File: src/rtl/i2c_pkg.sv
// rtl/i2c_pkg.sv - shared types and constants for the I2C register-write master
package i2c_pkg;

    // Transaction phases, in bus order
    typedef enum logic [3:0] {
        ST_IDLE,
        ST_START,
        ST_DEV,
        ST_DEV_ACK,
        ST_REG,
        ST_REG_ACK,
        ST_DAT,
        ST_DAT_ACK,
        ST_STOP
    } state_e;

    // Position and meaning of the R/W flag inside the device byte
    localparam int   RW_BIT  = 0;
    localparam logic RW_READ = 1'b1;

    // SDA level driven by the slave in the acknowledge slot
    localparam logic ACK_LEVEL  = 1'b0;
    localparam logic NACK_LEVEL = 1'b1;

    // Bits per byte and the matching down-counter geometry
    localparam int          BYTE_BITS = 8;
    localparam int          BIT_W     = $clog2(BYTE_BITS);
    localparam logic [BIT_W-1:0] BIT_MSB = BIT_W'(BYTE_BITS - 1);

endpackage

File: src/rtl/i2c_tick_gen.sv
// rtl/i2c_tick_gen.sv - SCL half-period divider with tick and high-half midpoint strobe
//
// Ports:
//   clk_i   system clock
//   rst_i   synchronous active-high reset
//   en_i    count enable; the counter is held at zero while low
//   tick_o  one-cycle pulse ending each HALF_DIV-cycle half period
//   mid_o   one-cycle pulse HALF_DIV/2 cycles into each half period
module i2c_tick_gen #(
    parameter int HALF_DIV = 12
) (
    input  logic clk_i,
    input  logic rst_i,
    input  logic en_i,
    output logic tick_o,
    output logic mid_o
);

    localparam int CNT_W = (HALF_DIV > 1) ? $clog2(HALF_DIV) : 1;
    localparam logic [CNT_W-1:0] CNT_LAST = CNT_W'(HALF_DIV - 1);
    localparam logic [CNT_W-1:0] CNT_MID  = CNT_W'(HALF_DIV / 2 - 1);

    logic [CNT_W-1:0] cnt_q;
    logic [CNT_W-1:0] cnt_d;

    always_comb begin
        cnt_d = '0;
        if (en_i) begin
            cnt_d = (cnt_q == CNT_LAST) ? '0 : cnt_q + 1'b1;
        end
    end

    always_ff @(posedge clk_i) begin
        if (rst_i) begin
            cnt_q <= '0;
        end else begin
            cnt_q <= cnt_d;
        end
    end

    assign tick_o = en_i && (cnt_q == CNT_LAST);
    assign mid_o  = en_i && (cnt_q == CNT_MID);

endmodule

File: src/rtl/i2c_write_master.sv
// rtl/i2c_write_master.sv - serialises one register write as START/dev/reg/data/STOP on SCL/SDA
//
// Ports:
//   clk, rst                 clock and synchronous active-high reset
//   en_write                 request strobe, honoured only while idle
//   cs_addr[7:0]             device address [7:1] and R/W flag [0]
//   rw_addr[7:0]             register address byte
//   input_data[7:0]          data byte
//   sda_in                   sampled SDA line, read in acknowledge slots
//   scl                      SCL level (1 = released)
//   sda_oe                   1 = pull SDA low
//   busy                     transaction in progress
//   done                     one-cycle completion / rejection pulse
//   ack_err                  sticky NACK or rejected-read flag
module i2c_write_master
    import i2c_pkg::*;
#(
    parameter int HALF_DIV = 12
) (
    input  logic       clk,
    input  logic       rst,
    input  logic       en_write,
    input  logic [7:0] cs_addr,
    input  logic [7:0] rw_addr,
    input  logic [7:0] input_data,
    input  logic       sda_in,
    output logic       scl,
    output logic       sda_oe,
    output logic       busy,
    output logic       done,
    output logic       ack_err
);

    state_e           state_q, state_d;
    logic             ph_q, ph_d;          // 0 = SCL low half, 1 = SCL high half
    logic [BIT_W-1:0] bit_q, bit_d;
    logic [7:0]       sh_q, sh_d;
    logic [7:0]       reg_q, reg_d;
    logic [7:0]       dat_q, dat_d;
    logic             nack_q, nack_d;
    logic             scl_q, scl_d;
    logic             sda_oe_q, sda_oe_d;
    logic             busy_q, busy_d;
    logic             done_q, done_d;
    logic             ack_err_q, ack_err_d;

    logic             req_idle;
    logic             accept_write;
    logic             tick;
    logic             mid;

    assign req_idle     = (state_q == ST_IDLE) && en_write;
    assign accept_write = req_idle && (cs_addr[RW_BIT] != RW_READ);

    // The divider also runs in the accept cycle so that cycle counts as the
    // first clock of the START half period.
    i2c_tick_gen #(
        .HALF_DIV (HALF_DIV)
    ) u_tick_gen (
        .clk_i  (clk),
        .rst_i  (rst),
        .en_i   (busy_q | accept_write),
        .tick_o (tick),
        .mid_o  (mid)
    );

    always_comb begin
        state_d   = state_q;
        ph_d      = ph_q;
        bit_d     = bit_q;
        sh_d      = sh_q;
        reg_d     = reg_q;
        dat_d     = dat_q;
        nack_d    = nack_q;
        busy_d    = busy_q;
        done_d    = 1'b0;
        ack_err_d = ack_err_q;

        case (state_q)
            ST_IDLE: begin
                if (req_idle) begin
                    if (cs_addr[RW_BIT] == RW_READ) begin
                        done_d    = 1'b1;
                        ack_err_d = 1'b1;
                    end else begin
                        state_d   = ST_START;
                        ph_d      = 1'b0;
                        bit_d     = BIT_MSB;
                        sh_d      = cs_addr;
                        reg_d     = rw_addr;
                        dat_d     = input_data;
                        nack_d    = 1'b0;
                        busy_d    = 1'b1;
                        ack_err_d = 1'b0;
                    end
                end
            end

            ST_START: begin
                if (tick) begin
                    if (!ph_q) begin
                        ph_d = 1'b1;
                    end else begin
                        ph_d    = 1'b0;
                        state_d = ST_DEV;
                    end
                end
            end

            ST_DEV, ST_REG, ST_DAT: begin
                if (tick) begin
                    if (!ph_q) begin
                        ph_d = 1'b1;
                    end else begin
                        ph_d  = 1'b0;
                        sh_d  = {sh_q[6:0], 1'b0};
                        bit_d = bit_q - 1'b1;
                        if (bit_q == '0) begin
                            case (state_q)
                                ST_DEV:  state_d = ST_DEV_ACK;
                                ST_REG:  state_d = ST_REG_ACK;
                                default: state_d = ST_DAT_ACK;
                            endcase
                        end
                    end
                end
            end

            ST_DEV_ACK, ST_REG_ACK, ST_DAT_ACK: begin
                // mid and tick never coincide, so the sample is settled in
                // nack_q by the time the slot ends.
                if (mid && ph_q && (sda_in == NACK_LEVEL)) begin
                    nack_d = 1'b1;
                end
                if (tick) begin
                    if (!ph_q) begin
                        ph_d = 1'b1;
                    end else begin
                        ph_d   = 1'b0;
                        nack_d = 1'b0;
                        bit_d  = BIT_MSB;
                        if (nack_q) begin
                            state_d   = ST_STOP;
                            ack_err_d = 1'b1;
                        end else if (state_q == ST_DEV_ACK) begin
                            state_d = ST_REG;
                            sh_d    = reg_q;
                        end else if (state_q == ST_REG_ACK) begin
                            state_d = ST_DAT;
                            sh_d    = dat_q;
                        end else begin
                            state_d = ST_STOP;
                        end
                    end
                end
            end

            ST_STOP: begin
                if (tick) begin
                    if (!ph_q) begin
                        ph_d = 1'b1;
                    end else begin
                        ph_d    = 1'b0;
                        state_d = ST_IDLE;
                        busy_d  = 1'b0;
                        done_d  = 1'b1;
                    end
                end
            end

            default: begin
                state_d = ST_IDLE;
                busy_d  = 1'b0;
            end
        endcase

        // Bus levels follow the next phase so they change on the same edge as
        // the state; data bits only change together with SCL falling.
        scl_d    = 1'b1;
        sda_oe_d = 1'b0;
        case (state_d)
            ST_START: begin
                scl_d    = ~ph_d;
                sda_oe_d = 1'b1;
            end
            ST_DEV, ST_REG, ST_DAT: begin
                scl_d    = ph_d;
                sda_oe_d = ~sh_d[7];
            end
            ST_DEV_ACK, ST_REG_ACK, ST_DAT_ACK: begin
                scl_d    = ph_d;
                sda_oe_d = 1'b0;
            end
            ST_STOP: begin
                // SDA held low through the high half; the release on return
                // to idle forms the STOP condition.
                scl_d    = ph_d;
                sda_oe_d = 1'b1;
            end
            default: begin
                scl_d    = 1'b1;
                sda_oe_d = 1'b0;
            end
        endcase
    end

    always_ff @(posedge clk) begin
        if (rst) begin
            state_q   <= ST_IDLE;
            ph_q      <= 1'b0;
            bit_q     <= '0;
            sh_q      <= '0;
            reg_q     <= '0;
            dat_q     <= '0;
            nack_q    <= 1'b0;
            scl_q     <= 1'b1;
            sda_oe_q  <= 1'b0;
            busy_q    <= 1'b0;
            done_q    <= 1'b0;
            ack_err_q <= 1'b0;
        end else begin
            state_q   <= state_d;
            ph_q      <= ph_d;
            bit_q     <= bit_d;
            sh_q      <= sh_d;
            reg_q     <= reg_d;
            dat_q     <= dat_d;
            nack_q    <= nack_d;
            scl_q     <= scl_d;
            sda_oe_q  <= sda_oe_d;
            busy_q    <= busy_d;
            done_q    <= done_d;
            ack_err_q <= ack_err_d;
        end
    end

    assign scl     = scl_q;
    assign sda_oe  = sda_oe_q;
    assign busy    = busy_q;
    assign done    = done_q;
    assign ack_err = ack_err_q;

endmodule

File: config.mk
export PLATFORM = sky130hd
export DESIGN_NAME = i2c_write_master
export DESIGN_NICKNAME = d
export VERILOG_FILES = /design/src/rtl/i2c_pkg.sv /design/src/rtl/i2c_tick_gen.sv /design/src/rtl/i2c_write_master.sv
export SDC_FILE = /design/constraint.sdc
export NUM_CORES = 1
export LEC_CHECK = 0
export ABC_AREA = 1
export CAP_MARGIN = 30
export CORE_MARGIN = 2
export CORE_UTILIZATION = 48
export DETAILED_ROUTE_END_ITERATION = 10
export PLACE_DENSITY = 0.83
export SYNTH_ARGS = -nofsm -noshare
export SYNTH_HDL_FRONTEND = slang
export SYNTH_HIERARCHICAL = 1
export SYNTH_SLANG_ARGS = --single-unit
File: constraint.sdc
create_clock -name clk -period 2.6 [get_ports clk]
set_clock_uncertainty 0.15 [all_clocks]
set_input_delay 0.26 -clock clk [delete_from_list [all_inputs] [get_ports clk]]
set_output_delay 0.26 -clock clk [all_outputs]
set_load 0.01 [all_outputs]
; ---- Word level (Yosys, flattened, before mapping)
; Index checks and enable logic that the tools add are counted.
[op_classes]
n_reduce_logical = 24
eq_ne = 29
add_sub_neg = 2
bitwise_logic = 6
n_mux = 61
[op_table]
columns = cell, count
row1 = 2-to-1 mux 8 bit, 9
row2 = 2-to-1 mux 4 bit, 14
row3 = "== test 4 x 3 -> 1 bit, second input constant", 9
row4 = one-hot mux 8 bit (3 select lines), 1
row5 = 2-to-1 mux 1 bit, 21
row6 = "!= test 2 bit, second input constant", 10
row7 = one-hot mux 4 bit (5 select lines), 1
row8 = 2-to-1 mux 3 bit, 6
row9 = "== test 4 x 2 -> 1 bit, second input constant", 4
row10 = OR reduction 7 bit, 2
row11 = "== test 4 bit, second input constant", 3
row12 = one-hot mux 1 bit (2 select lines), 6
row13 = OR reduction 3 bit, 4
row14 = AND reduction 5 bit, 2
row15 = one-hot mux 3 bit (3 select lines), 1
row16 = AND reduction 9 bit, 1
row17 = "== test 4 x 1 -> 1 bit, second input constant", 2
row18 = OR reduction 8 bit, 1
row19 = AND reduction 7 bit, 1
row20 = logical AND 1 bit, 6
row21 = one-hot mux 3 bit (2 select lines), 1
row22 = AND reduction 3 bit, 2
row23 = inverter 1 bit, 5
row24 = "adder 4 x 1 -> 4 bit, second input constant", 1
row25 = 9 further kinds, 9
[totals]
elab_cells = 136
regBits = 42

; ---- Depth between registers and ports, before layout
; Gate-level depths: netlist of the first run.
[depth]
word_depth = 11
mapped_depth = 20
ltp_nobuf = 19

; ---- By module
; Netlist of the first run, hierarchy kept.
[by_module_without_submodules]
columns = module, cells_per_inst, instances, seq_area_each_um2, area_each_um2
row1 = i2c_write_master, 299, 1, 760.7, 1999.4
row2 = i2c_tick_gen, 25, 1, 80.1, 191.4

; ---- Worst setup path after synthesis of the first run
; OpenSTA, ideal clock, no wires.
[synth_timing]
path_type = reg-to-reg
startpoint = register state_q[1]
endpoint = register sda_oe_q (netlist: sda_oe)
path_slack_ns = 0.038
n_path_buf = 2
stages_incl_launch_ff = 20
setup_ns = 0.128
required_time_ns = 2.322
arrival_ns = 2.285
path_cell_list = dfxtp_1 buf_2 nor2_2 nand2_2 inv_2 nand2_2 nor2_8 or2_2 inv_1 nor2_1 nand2_1 inv_1 buf_2 nand4_1 nand3b_2 inv_2 nand2_1 nor2_1 nor2_1 nor2_1
[synth_via]
elab_chain_cells = 10
[synth_lines]
columns = item, line
row1 = start: declaration, i2c_write_master.sv:34  ; state_e state_q, state_d;
row2 = start signal: assignment, i2c_write_master.sv:222  ; state_q <= state_d;
row3 = zero test 4 bit *, i2c_write_master.sv:52  ; assign req_idle = (state_q == ST_IDLE) && en_write;
row4 = logical AND 1 bit *, i2c_write_master.sv:52
row5 = logical AND 1 bit *, i2c_write_master.sv:53  ; assign accept_write = req_idle && (cs_addr[RW_BIT] != RW_READ);
row6 = bitwise OR 1 bit *, i2c_write_master.sv:62  ; .en_i (busy_q | accept_write),
row7 = logical AND 1 bit *, i2c_tick_gen.sv:41  ; assign tick_o = en_i && (cnt_q == CNT_LAST);
row8 = net tick, i2c_write_master.sv:49  ; logic tick;
row9 = 2-to-1 mux 4 bit (on tied branches), n/a
row10 = one-hot mux 4 bit (5 select lines), i2c_write_master.sv:79  ; case (state_q)
row11 = == test 4 x 2 -> 1 bit (tied with other cells), i2c_write_master.sv:181  ; case (state_d)
row12 = OR reduction 3 bit or OR reduction 2 bit (tied branches), n/a
row13 = one-hot mux 1 bit (2 select lines) *, i2c_write_master.sv:181
row14 = end signal: assignment, i2c_write_master.sv:230  ; sda_oe_q <= sda_oe_d;
row15 = end: declaration, i2c_write_master.sv:42  ; logic sda_oe_q, sda_oe_d;
; Mark *: on every way through the listed nets, which the timed path passes. The rest lies on a longest branch. The select of a mux whose other input is x is not followed.
; A chain may end at the register's enable or synchronous reset.

; ---- Worst setup path in the final report of the first run
[layout_timing]
startpoint = register state_q[0]
endpoint = register sda_oe_q (netlist: sda_oe)
; The elaborated chain is that of the path after synthesis.

==> qor.yml, run 1 <==
fillers: 403
postCtsHoldBufs: 0
hold_start: "dat_q[0]"
layout_min_cycle_time_ns: 2.44
hold_ws_ns: 0.299
vdd_drop_max_mv: 0.394
die_y_um: 71.6
dp_hpwl_um: 3720
wl_per_cell_um: 12.5
yosysUniqueCellTypes: 32
outcome: "completed"
num_antenna_cells: 0
syn_to_final_growth_pct: 23.9
timing.reg2reg.setup_slack_ns: 0.16
startpoint_type: "flip-flop"
max_freq_mhz: 410
netlist.area_leader.share_pct: 38.4
final_util_pct: 61.9
worst_r2r_path_depth: 19
layout.nets: 395
use_met3_pct: 5.34
drc_errors: 0
worst_slew_pin_slew_ns: 0.566
die_x_um: 71.6
grt_usage_pct: 21.6
fin_cells: 415
min_to: "dat_q[0]"
use_met1_pct: 29.6
drive_gt1_share_pct: 13.5
ys_seq_area_share_pct: 38.4
leakage_uw: 0.00120
hold_path.class: "flip-flop to flip-flop"
synth_seq_cells: 42
drtIter0Drc: 178
maxCapViolations: 0
core_um2: 4380
syn_inst: 324
yosys_warnings: 6
slew_headroom_pct: 62.2
place_congestion: 0.869
drt.antenna.violating_nets: 0
final-seq-area_um2: 842
arrival_ns: 2.48
rows: 24
end_kind: "flip-flop"
cts.htree.levels: 2
cp_max_fo: 6
worstReg2RegStart: "state_q[0]"
slew_violations: 0
crit_chain: "nor2_2 > nand2_2 > inv_2 > nand2_2 > nor2_8 > or2_2 > inv_1 > nor2_4 > nand2_1 > buf_4 > nor2_1 > nand2_1 > inv_1 > nand2_1 > nand3_1 > nand3_2 > nor2_1 > nor2_1 > nor2_1"
powerDensity_nw_per_um2: 488
startpoint: "state_q[0]"
cts_tree: "done"
clock_latency_ns: 0.30
io_buffers: 32
yosys.area.top_type: "dfxtp_1"
cts_sinks: 42
grt_max_degree: 26
crit_required_ns: 2.64
antenna_found_initial: 0
yosys-top-cells-area: "dfxtp_1 (38%), nand2_1 (12%), nor2_1 (9.3%), o21ai_0 (6.6%), a21oi_1 (5.9%)"
crit_path_max_incr_delay_ns: 0.38
hold_viol_final: 0
crit_type: "flip-flop to flip-flop"
drt-vias-per-instance: 5.21
top_usage_layer: "met2"
fin_crit_sh_pct: 93.9
cts_buffers: 5
cts_setup_buffers: 0
cpMaxStageDelayCell: "dfxtp_2"
routed_wl_um: 5180
io_pins: 33
r2r_end: "sda_oe"
fp.dieArea_um2: 5120
syn-num-nets: 357
initial_core_util_pct: 50.0
clockRootBuffer: "clkbuf_8"
cpMostUsedCell: "nor2_1"
grt_pass1_wl_um: 8800
grt-ovfl-total: 0
route.vias.total: 2163
grt_pass1_vias: 1957
multiInputGateArea_um2: 1180
cts.path.max_buffers: 2
grtUsageMet2_pct: 33.2
synth_area_per_cell_um2: 6.76
place_inst: 407
synth_area_um2: 2190
path_clk_slew_ns: 0.08
setup_viol: 0
hold_depth: 2
drt_first_pass_iters: 4
cell families (layout without fill, tap and decap cells):
family,count (synthesis),in the layout,share of synthesized area (%)
AO/OA/AOI/OAI,65,65,16.6
XOR/XNOR,2,2,0.800
adder cells (fa/ha/maj),5,5,2.86
buffers and inverters,47,86,8.79
flip-flops,42,42,38.4
AND/OR/NAND/NOR,163,163,32.6
cell type report:
type                    instances  share of cell area (%)
repair buffers                 41                    14.3
clock inverters                 2                   0.461
inverters                      37                    5.30
clock buffers                   6                    3.04
well taps                      52                    2.40
multi-input cells             235                    43.5
flip-flops and latches         42                    31.0
registers in the layout, summed over array words and instances, names as in the netlist, 3 cells and up:
signal	count
dat_q	8
reg_q	8
sh_q	8
state_q	4
u_tick_gen/cnt_q	4
bit_q	3
routing by layer:
metal  wire length [um]  up-vias
met4                 94        0
met2               2340       77
met5                  0        -
li1                   -     1117
met3                405       13
met1               2340      956
placed cells by master, fill, tap and decap left out, types with 3 or more instances in the layout:
cell type,Yosys,routed
ha_1,5,5
inv_2,5,5
nor2_2,3,6
a21oi_2,3,4
clkdlybuf4s50_1,0,32
clkbuf_8,0,6
o21ai_0,29,29
nand2_2,4,4
buf_4,0,9
inv_1,31,30
nand3_1,16,15
nand2_1,71,71
a21oi_1,26,25
dfxtp_1,42,41
nor3_1,3,3
nor2_1,54,50
nand4_1,6,6
through the flow:
stage / area, um^2 / setup WS (ns) / TNS (ns) / total power (uW)
4_1_cts: 2690 / 0.102 / 0 / 1330
2_1_floorplan: 2190 / 0.0378 / 0 / 819
3_3_place_gp: 2590 / 0.00565 / 0 / 899
6_report: 2720 / 0.158 / 0 / 1320
3_5_place_dp: 2590 / -0.0928 / -0.248 / 903
5_1_grt: 2720 / -0.0782 / -0.0936 / 1390
synth_stat cells:
cell / n
nand2_4: 1
o211ai_1: 1
or2_2: 1
nor3_1: 3
nand2_2: 4
a21oi_1: 26
nor2_8: 1
a211oi_2: 1
a22oi_1: 2
xor2_1: 1
inv_4: 1
nand2_1: 71
clkbuf_1: 4
nand3_2: 1
nor3_2: 1
o211ai_2: 1
a21oi_2: 3
dfxtp_1: 42
buf_2: 5
nand3_1: 16
inv_1: 31
a32oi_1: 1
nand4_1: 6
buf_6: 1
nor2_1: 54
o21ai_0: 29
ha_1: 5
nand3b_2: 1
inv_2: 5
nor2_2: 3
o21ai_1: 1
xnor2_1: 1
worst max path at each step:
stage / endpoint / slack (ns)
5_1_grt: sda_oe / -0.08
3_3_place_gp: sda_oe / 0.006
4_1_cts: sda_oe / 0.10
3_5_place_dp: sda_oe / -0.09
2_1_floorplan: sda_oe / 0.04
6_report: sda_oe / 0.16
worst max-delay path: cells and delay by family (launching register included):
kind | cells | cell delay [ns]
DFF | 1 | 0.38
buffers and inverters | 4 | 0.42
and+or+nand+nor | 15 | 1.40
where the power goes:
| part | internal [uW] | leakage [uW] | switching [uW] |
|---|---|---|---|
| logic | 91.7 | 0.000805 | 99.5 |
| registers | 680 | 0.000344 | 20.8 |
| clock network | 213 | 0.0000472 | 220 |
| total | 985 | 0.00120 | 340 |
what timing repair did:
item	4_1_cts	5_1_grt
resized for setup	1	9
cloned	0	0
pin swaps	0	1
endpoints found under the setup margin	1	12
Power figures use the tool's default switching activity.
==> run 2: changes to the inputs <==
--- a/constraint.sdc
+++ b/constraint.sdc
@@ -3,3 +3,3 @@
 set_input_delay 0.26 -clock clk [delete_from_list [all_inputs] [get_ports clk]]
 set_output_delay 0.26 -clock clk [all_outputs]
-set_load 0.01 [all_outputs]
+set_load 0.05 [all_outputs]
==> results of run 2 <==
The final DEF is identical to that of run 1. Status: completed.
Among the figures that moved: total power 1320 uW -> 1340 uW
